==> src/rtl/mux_4to1_scanner_if.sv <==
`default_nettype none
// ============================================================================
// Module   : mux_4to1_scanner_if
// Brief    : Word handshake, mux drive/return and serial result bundle.
// Revision : 1.0 - initial release
// ============================================================================
interface mux_4to1_scanner_if #(
    parameter int CNT_W = 8
);
    logic             in_valid;
    logic             in_ready;
    logic [3:0]       in_data;
    logic [3:0]       mux_i;
    logic [1:0]       mux_s;
    logic             mux_y;
    logic             ser_bit;
    logic             ser_valid;
    logic             done;
    logic             word_ok;
    logic [CNT_W-1:0] err_cnt;

    // Upstream producer plus the mux under test.
    modport master (
        output in_valid, in_data, mux_y,
        input  in_ready, mux_i, mux_s, ser_bit, ser_valid, done, word_ok, err_cnt
    );

    // The scanner itself.
    modport slave (
        input  in_valid, in_data, mux_y,
        output in_ready, mux_i, mux_s, ser_bit, ser_valid, done, word_ok, err_cnt
    );
endinterface
`default_nettype wire

==> src/rtl/mux_4to1_scanner.sv <==
`default_nettype none
// ============================================================================
// Module   : mux_4to1_scanner
// Brief    : Drives a 4:1 mux with an accepted word, scans every select and
//            serialises/self-checks the mux output.
// Revision : 1.0 - initial release
// ============================================================================
module mux_4to1_scanner #(
    parameter int HOLD_CYCLES = 1,
    parameter bit LSB_FIRST   = 1'b1,
    parameter int CNT_W       = 8
) (
    input  wire logic         clk,
    input  wire logic         rst_n,
    mux_4to1_scanner_if.slave bus
);

    localparam logic [1:0]       c_ST_IDLE    = 2'd0;
    localparam logic [1:0]       c_ST_SCAN    = 2'd1;
    localparam logic [1:0]       c_ST_DONE    = 2'd2;
    localparam logic [7:0]       c_HOLD_LAST  = 8'(HOLD_CYCLES - 1);
    localparam logic [1:0]       c_SEL_FIRST  = LSB_FIRST ? 2'd0 : 2'd3;
    localparam logic [1:0]       c_SEL_LAST   = LSB_FIRST ? 2'd3 : 2'd0;
    localparam logic [CNT_W-1:0] c_CNT_ONE    = CNT_W'(1);
    localparam logic [CNT_W-1:0] c_CNT_MAX    = '1;

    logic [1:0]       r_state;
    logic [1:0]       w_state_nxt;
    logic             w_in_ready;
    logic             w_accept;
    logic             w_sample;
    logic             w_last;
    logic [3:0]       w_word;
    logic             w_mismatch;

    logic [3:0]       r_mux_i;
    logic [1:0]       r_mux_s;
    logic [7:0]       r_hold;
    logic [3:0]       r_cap;
    logic             r_ser_bit;
    logic             r_ser_valid;
    logic             r_done;
    logic             r_word_ok;
    logic [CNT_W-1:0] r_err_cnt;

    // ------------------------------------------------------------------
    // FSM: state register
    // ------------------------------------------------------------------
    always_ff @(posedge clk) begin
        if (!rst_n) begin
            r_state <= c_ST_IDLE;
        end else begin
            r_state <= w_state_nxt;
        end
    end

    // ------------------------------------------------------------------
    // FSM: next state
    // ------------------------------------------------------------------
    always_comb begin
        w_state_nxt = r_state;
        case (r_state)
            c_ST_IDLE: begin
                if (w_accept) begin
                    w_state_nxt = c_ST_SCAN;
                end
            end
            c_ST_SCAN: begin
                if (w_sample && w_last) begin
                    w_state_nxt = c_ST_DONE;
                end
            end
            c_ST_DONE: begin
                w_state_nxt = c_ST_IDLE;
            end
            default: begin
                w_state_nxt = c_ST_IDLE;
            end
        endcase
    end

    // ------------------------------------------------------------------
    // FSM: outputs and per-cycle decodes
    // ------------------------------------------------------------------
    always_comb begin
        w_in_ready = (r_state == c_ST_IDLE) && rst_n;
        w_accept   = w_in_ready && bus.in_valid;
        w_sample   = (r_state == c_ST_SCAN) && (r_hold == c_HOLD_LAST);
        w_last     = (r_mux_s == c_SEL_LAST);
        // Rebuilt word includes the bit being sampled on this edge.
        w_word           = r_cap;
        w_word[r_mux_s]  = bus.mux_y;
        w_mismatch       = (w_word != r_mux_i);
    end

    // ------------------------------------------------------------------
    // Datapath
    // ------------------------------------------------------------------
    always_ff @(posedge clk) begin
        if (!rst_n) begin
            r_mux_i     <= 4'd0;
            r_mux_s     <= 2'd0;
            r_hold      <= 8'd0;
            r_cap       <= 4'd0;
            r_ser_bit   <= 1'b0;
            r_ser_valid <= 1'b0;
            r_done      <= 1'b0;
            r_word_ok   <= 1'b0;
            r_err_cnt   <= '0;
        end else begin
            r_ser_valid <= 1'b0;
            r_done      <= 1'b0;
            if (w_accept) begin
                r_mux_i <= bus.in_data;
                r_mux_s <= c_SEL_FIRST;
                r_hold  <= 8'd0;
                r_cap   <= 4'd0;
            end else if (r_state == c_ST_SCAN) begin
                if (!w_sample) begin
                    r_hold <= r_hold + 8'd1;
                end else begin
                    r_hold      <= 8'd0;
                    r_ser_bit   <= bus.mux_y;
                    r_ser_valid <= 1'b1;
                    r_cap       <= w_word;
                    if (!w_last) begin
                        r_mux_s <= LSB_FIRST ? (r_mux_s + 2'd1) : (r_mux_s - 2'd1);
                    end else begin
                        r_done    <= 1'b1;
                        r_word_ok <= !w_mismatch;
                        if (w_mismatch && (r_err_cnt != c_CNT_MAX)) begin
                            r_err_cnt <= r_err_cnt + c_CNT_ONE;
                        end
                    end
                end
            end
        end
    end

    assign bus.in_ready  = w_in_ready;
    assign bus.mux_i     = r_mux_i;
    assign bus.mux_s     = r_mux_s;
    assign bus.ser_bit   = r_ser_bit;
    assign bus.ser_valid = r_ser_valid;
    assign bus.done      = r_done;
    assign bus.word_ok   = r_word_ok;
    assign bus.err_cnt   = r_err_cnt;

endmodule
`default_nettype wire

==> src/flat_wrapper.sv <==
// flat-port wrapper written by rule: the top's interface ports become plain ports
module mux_4to1_scanner_flat 
#(
    parameter int HOLD_CYCLES = 1,
    parameter bit LSB_FIRST   = 1'b1,
    parameter int CNT_W       = 8
)
  (clk, rst_n, bus_in_valid, bus_in_data, bus_mux_y, bus_in_ready, bus_mux_i, bus_mux_s, bus_ser_bit, bus_ser_valid, bus_done, bus_word_ok, bus_err_cnt);
  mux_4to1_scanner_if #(.CNT_W(CNT_W)) bus_i ();
  input  wire logic clk;
  input  wire logic rst_n;
  input wire logic [$bits(bus_i.in_valid)-1:0] bus_in_valid;
  input wire logic [$bits(bus_i.in_data)-1:0] bus_in_data;
  input wire logic [$bits(bus_i.mux_y)-1:0] bus_mux_y;
  output wire logic [$bits(bus_i.in_ready)-1:0] bus_in_ready;
  output wire logic [$bits(bus_i.mux_i)-1:0] bus_mux_i;
  output wire logic [$bits(bus_i.mux_s)-1:0] bus_mux_s;
  output wire logic [$bits(bus_i.ser_bit)-1:0] bus_ser_bit;
  output wire logic [$bits(bus_i.ser_valid)-1:0] bus_ser_valid;
  output wire logic [$bits(bus_i.done)-1:0] bus_done;
  output wire logic [$bits(bus_i.word_ok)-1:0] bus_word_ok;
  output wire logic [$bits(bus_i.err_cnt)-1:0] bus_err_cnt;
  assign bus_i.in_valid = bus_in_valid;
  assign bus_i.in_data = bus_in_data;
  assign bus_i.mux_y = bus_mux_y;
  assign bus_in_ready = bus_i.in_ready;
  assign bus_mux_i = bus_i.mux_i;
  assign bus_mux_s = bus_i.mux_s;
  assign bus_ser_bit = bus_i.ser_bit;
  assign bus_ser_valid = bus_i.ser_valid;
  assign bus_done = bus_i.done;
  assign bus_word_ok = bus_i.word_ok;
  assign bus_err_cnt = bus_i.err_cnt;
  mux_4to1_scanner #(.HOLD_CYCLES(HOLD_CYCLES), .LSB_FIRST(LSB_FIRST), .CNT_W(CNT_W)) u_core (.clk(clk), .rst_n(rst_n), .bus(bus_i));
endmodule
==> config.mk <==
export PLATFORM = sky130hd
export DESIGN_NAME = mux_4to1_scanner_flat
export DESIGN_NICKNAME = d
export VERILOG_FILES = /design/src/rtl/mux_4to1_scanner_if.sv /design/src/rtl/mux_4to1_scanner.sv /design/src/flat_wrapper.sv
export SDC_FILE = /design/constraint.sdc
export NUM_CORES = 1
export LEC_CHECK = 0
export ABC_AREA = 1
export CAP_MARGIN = 40
export CORE_UTILIZATION = 40
export CTS_BUF_LIST = sky130_fd_sc_hd__clkbuf_4
export CTS_CLUSTER_DIAMETER = 150
export DETAILED_ROUTE_END_ITERATION = 16
export PLACE_DENSITY = 0.59
export SLEW_MARGIN = 20
export SYNTH_ARGS = -nofsm -noshare
export SYNTH_HDL_FRONTEND = slang
export SYNTH_SLANG_ARGS = --single-unit
==> constraint.sdc <==
create_clock -name clk -period 1.86 [get_ports clk]
set_input_delay 0.558 -clock clk [delete_from_list [all_inputs] [get_ports clk]]
set_output_delay 0.558 -clock clk [all_outputs]
set_load 0.01 [all_outputs]
==> results of run 1 <==
==> tightest hold or removal path, cell delays in order, from the launching register on <==
cell and delay, ps:
dfxtp_1 330, nand2_1 60, a21oi_1 50
==> kinds of logic (layout without fill, tap and decap cells) <==
logic type,count (synthesis),count (layout),synth area share (%)
and+or+nand+nor,125,125,35.8
AOI/OAI and AO/OA,31,31,10.0
buffers and inverters,47,87,11.8
adders and majority gates,7,7,5.09
DFF,32,32,37.2
==> worst min-delay path by stage <==
stage / start / endpoint
floorplan: u_core.r_cap[2] / u_core.r_cap[2]
global placement: u_core.r_hold[0] / u_core.r_hold[0]
detailed placement: u_core.r_hold[0] / u_core.r_hold[0]
CTS: u_core.r_hold[0] / u_core.r_hold[0]
global route: u_core.r_hold[0] / u_core.r_hold[0]
finish: u_core.r_hold[0] / u_core.r_hold[0]
==> per-stage QoR <==
| stage | setup TNS (ps) | setup slack, ps |
|---|---|---|
| after floorplan | 0 | 281 |
| after global placement | -5240 | -553 |
| after detailed placement | -4940 | -529 |
| after CTS | 0 | 0.883 |
| after global routing | 0 | 4.37 |
| final | 0 | 50.2 |
==> metal layers <==
layer	share of wire, %	vias up
li1	-	847
met1	50	693
met2	44	42
met3	4.7	6
met4	1.5	0
met5	0	-
==> flip-flops by register name (all words and copies together) (netlist names) <==
name and flops:
u_core.bus.done 1, u_core.bus.err_cnt 8, u_core.bus.mux_i 4, u_core.bus.mux_s 2
u_core.bus.ser_bit 1, u_core.bus.ser_valid 1, u_core.bus.word_ok 1, u_core.r_cap 4
u_core.r_hold 8, u_core.r_state 2
==> power by group through the flow <==
stage,logic [µW],clock network (µW),registers [µW]
2_1_floorplan,157,0,743
3_3_place_gp,247,0,740
3_5_place_dp,247,0,740
4_1_cts,246,427,725
5_1_grt,281,450,727
6_report,249,407,724
==> repair_timing <==
| item | 4_1_cts | 5_1_grt |
|---|---|---|
| buffers inserted | 0 | 0 |
| setup endpoints to repair | 4 | 18 |
| gates resized for setup | 8 | 11 |
==> cells in the mapped netlist <==
cell type,count
nand2_1,50
a211oi_2,1
clkbuf_4,1
inv_1,36
o21ai_0,7
nor2_2,6
nand4_1,6
a21oi_1,11
nor3_2,4
clkinv_2,1
nor4_1,1
a31o_2,1
nor2_1,26
a211oi_1,1
buf_6,3
nand2_4,2
nand3_1,16
dfxtp_1,32
inv_2,6
nor2_4,2
nor3_1,3
nand2_2,7
o21ai_1,7
a31oi_1,3
nor3_4,1
nand3_2,1
ha_1,7
==> area by class of cell <==
cell class / count / area [µm²] / area share [%]
Inverter: 43 / 163 / 7.49
Timing Repair Buffer: 36 / 359 / 16.5
Clock inverter: 1 / 3.75 / 0.173
Tap cell: 50 / 62.6 / 2.88
Multi-Input combinational cell: 163 / 882 / 40.6
Clock buffer: 7 / 52.6 / 2.42
Sequential cell: 32 / 649 / 29.9
==> impl_results.md, run 1 <==
- Synth top area cells: dfxtp_1 (37%), nand2_1 (11%), inv_1 (7.8%)
- End of the critical path: bus_mux_i[0]
- Yosys reg bits: 32
- Max-cap violations: 0
- CP startpoint kind: register
- DR iter-0 viols: 83
- Highest ir drop seen on vdd: about 420 µV
- Synthesized Nets: ~260
- N_diodes: 0
- Via Count: 1,588
- Fin cells: ~330
- Clock Pin Slew Worst Setup and Hold Paths: 100 ps
- Core Footprint: just over 0.004 mm²
- Final WL: 3550 µm
- Pleak: 0.00101 µW
- Grt ovf: 0
- Worst Setup SP: u_core.bus.mux_i[0]
- Inserted Clock Buffers: 5
- Fin util: 53.5%
- Met1 Use GR: 22.7%
- Fin Hold WS: 484 ps
- GR Layer Usage met2: slightly below 30%
- WP data arrival: between 1000 and 1500 ps
- Sequential element share of the synthesized area: 37.2%
- Worst R2R Path Depth: 12
- Vias in the first global route: roughly 1,500
- RSZ-0062 raised after global routing: no
- Largest area contributor in the synthesized netlist: dfxtp_1
- Status: finished clean
- DRT antenna net count: 0
- GRT busiest layer: met2
- Boundary Pins: 27
- Data required, critical path: 1300 ps
- Yosys warnings: 0
- Largest net degree at the start of global routing: 16
- Die area: around 0.0046 mm²
- Synth unique cells: 27
- CTS sink count: 32
- Routed vias/inst: about 4.8
- TritonCTS clock tree: done
- CP top delay family: buffers and inverters
- Routed len/inst: 10.7 µm
- Top-area cell type share of the netlist area: 37.2%
- WHS Path Cells: 2
- Switching Share: 28.2%
- Highest-delay cell along the critical path: clkdlybuf4s50_1
- Starting Density: 42.4%
- Area grow syn2layout: 26.2%
- Post-Syn Area: 0.00172 mm²
- Share of cells above drive strength 1: 19.5%
- Comb power frac: 18.0%
- Initial antenna violation count: 0
- Hold Crit Class: reg -> reg
- Max_slew headroom: 73.5%
- CP max FO: 3
- Die width: 67.6 µm
- Die Span Y: 67.6 µm
- Max Buffers Root-to-Sink: 2
- Final setup violation count: 0
- CP Cell Sequence: clkdlybuf4s50_1
- First-pass GRT wire length: 6050 µm
- Most frequent cells in the layout: nand2_1 (50), inv_1 (36), dfxtp_1 (27)
- Total GRT Usage: around 18%
- Met3 Use GR: 4.22%
- Flop pwr share: 52.5%
- GP Congestion: between 0.8 and 0.9
- Commonest non-fill, non-tap cell in the layout: nand2_1
- Avg Cell Area, Syn: 7.11 µm²
- Final HPWL DP: 2630 µm
- Cell depth of the worst setup path: 1
- Finished Cell Area: 0.00217 mm²
- CP bufs+invs: 1
- # rows: 23
- Hold_buf cts: 0
- Total power: about 1400 µW
- Internal: between 900 and 1000 µW
- Clock skew: 10.9 ps
- Crit path capture type: primary output
- Hold Vio Cnt, Final: 0
- Fmax: 553 MHz
- Post-Syn Instances: 242
- DP Cell Count: about 320
- H-tree Lvls: 2
- Placement-stage cell area: 0.00209 mm²
- CP peak stage delay: around 550 ps
- Capturing point of the worst reg2reg path: u_core.bus.err_cnt[0]
- Fin. max-slew vios: 0
- Reg2Reg Launch Point: u_core.bus.mux_s[0]
- Part of the cycle the worst path needs: between 90% and 100%
- Crit path kind: reg -> out
- Clk root buf: clkbuf_4
- # fillers: 398
- Residual DRC: 0
- Psw: roughly 390 µW
- Final min period: 1810 ps
- Port buffer count: 26
- Worst-Skew Late Latency: between 300 and 400 ps
- Clk pwr share: between 20% and 30%
- Drt first pass iters: 4
- PD cells: between 600 and 700 mW/mm²
- # nets final: around 300
- Slew of the pin with the lowest slew margin: slightly below 400 ps
- Reg2reg setup slack: roughly 210 ps
No activity file was read; power rests on OpenSTA's default activity.
==> inputs of run 2 (changes only) <==
CTS_CLUSTER_SIZE = 28   (was unset)
clock period = 1.9 ns   (was 1.86 ns; I/O delays follow)
==> run 2 against run 1 <==
Critical path depth is the same. Combinational power shrank 2%. Register-to-register slack gained 40 ps. Non-clock buffer count is the same. First-iteration DRC count grew 4.8%. Global-route usage shrank 0.099 points. Final cell count is the same. Flip-flop and latch count is the same. Clock skew shrank 0.97 ps. Wire length shrank 0.59%. Critical path type unchanged. Critical endpoint is now bus_mux_s[1]. Largest power group unchanged.
==> impl_results.md, run 2 (same netlist as run 1, synthesis figures left out) <==
- Fmax: 542 MHz
- Boundary Pins: 27
- H-tree Lvls: 2
- CTS sink count: 32
- Residual DRC: 0
- Postcts setup bufs: 0
- Max_slew headroom: between 70% and 80%
- Max-cap violations: 0
- Met1 Use GR: 23.5%
- CP startpoint kind: register
- Share of cells above drive strength 1: 19.1%
- PD cells: between 600 and 700 mW/mm²
- Fin. max-slew vios: 0
- Drt first pass iters: 4
- Hold Crit Class: reg -> reg
- Highest ir drop seen on vdd: 450 µV
- TritonCTS clock tree: done
- Routed len/inst: 10.6 µm
- Via Count: 1,548
- Vias in the first global route: 1,430
- Final min period: 1840 ps
- Clk root buf: clkbuf_4
- Multi-input logic area: 882 µm²
- Fin Hold WS: 482 ps
- CP max FO: 4
- Met3 Use GR: 4.22%
- Grt ovf: 0
- Initial antenna violation count: 0
- Die area: ~0.0046 mm²
- Hold_buf cts: 0
- Status: finished clean
- Hold Vio Cnt, Final: 0
- First-pass GRT wire length: between 6000 and 7000 µm
- Largest net degree at the start of global routing: 16
- GR Layer Usage met2: around 28%
- Seq. cell area: 646 µm²
- Total GRT Usage: between 10% and 20%
- Slew of the pin with the lowest slew margin: slightly above 400 ps
- Final WL: 3530 µm
- Clock Pin Slew Worst Setup and Hold Paths: 100 ps
- CP bufs+invs: 1
- # fillers: around 400
- CP peak stage delay: 550 ps
- Routed vias/inst: between 4 and 5
- GRT busiest layer: met2
- Commonest non-fill, non-tap cell in the layout: nand2_1
- Die Span Y: 67.6 µm
- Total power: around 1300 µW
- Clock skew: 9.89 ps
- Crit path kind: reg -> out
- # rows: 23
- DR iter-0 viols: 87
- Max Buffers Root-to-Sink: 2
- Area grow syn2layout: 25.2%
- Worst-Skew Late Latency: roughly 330 ps
- Highest-delay cell along the critical path: clkdlybuf4s50_1
- Crit path capture type: primary output
- Final HPWL DP: between 2000 and 3000 µm
- Core Footprint: 0.00406 mm²
- Part of the cycle the worst path needs: between 90% and 100%
- GP Congestion: about 0.81
- CP top delay family: buffers and inverters
- Final setup violation count: 0
- Die width: 67.6 µm
- Starting Density: 42.4%
- N_diodes: 0
- Post_cts resized: 5
- CP Cell Sequence: clkdlybuf4s50_1
- RSZ-0062 raised after global routing: no
- Inserted Clock Buffers: 5
- # nets final: 296
- DRT antenna net count: 0
- Port buffer count: 26
- Pleak: approximately 0.00092 µW
- Data required, critical path: 1330 ps
- WP data arrival: 1270 ps
- Most frequent cells in the layout: nand2_1 (50), inv_1 (36), dfxtp_1 (28)
[run 2: cell types whose count changed in the layout (fill, tap and decap cells not counted)]
cell	delta
clkdlybuf4s50_1	+5
dfxtp_1	+1
dfxtp_4	-1
dlymetal6s2s_1	-5
[run 2: metal layers]
metal | routed length (µm) | vias up
met4 | 55 | 0
met3 | 143 | 6
met5 | 0 | -
met2 | 1520 | 26
met1 | 1810 | 671
li1 | - | 845
[run 2: path summary, 6_finish.rpt]
| check | startpoint | end | slack (ps) | cells after the start |
|---|---|---|---|---|
| max | u_core.bus.mux_s[1] | bus_mux_s[1] | 60 | 1 |
| min | u_core.r_hold[0] | u_core.r_hold[0] | 480 | 2 |
| max reg2reg | u_core.bus.mux_s[1] | u_core.bus.err_cnt[0] | 250 | 12 |
| min reg2reg | u_core.r_hold[0] | u_core.r_hold[0] | 480 | 2 |
[run 2: area by class of cell]
type,instances,area share [%]
sequential,32,29.9
timing repair buffer,36,16.1
clock inverter,1,0.174
clock buffer,7,2.44
multi-input combinational,163,40.9
inverter,43,7.54
tap,50,2.90
[run 2: where the power goes]
| group | internal [µW] | switching [µW] |
|---|---|---|
| clock | 171 | 226 |
| combinational | 107 | 135 |
| sequential | 692 | 16.8 |
[run 2: per-stage QoR]
step | utilization [%] | setup TNS (ps) | cell area, µm² | worst slack, ps | cells
after floorplan | - | 0 | 1720 | 321 | 242
after global placement | 51.5 | -4460 | 2090 | -536 | 324
after detailed placement | 51.5 | -4080 | 2090 | -509 | 324
after CTS | 52.8 | 0 | 2140 | 0.657 | 332
after global routing | 53.1 | 0 | 2160 | 8.21 | 332
final | 53.1 | 0 | 2160 | 55.7 | 332
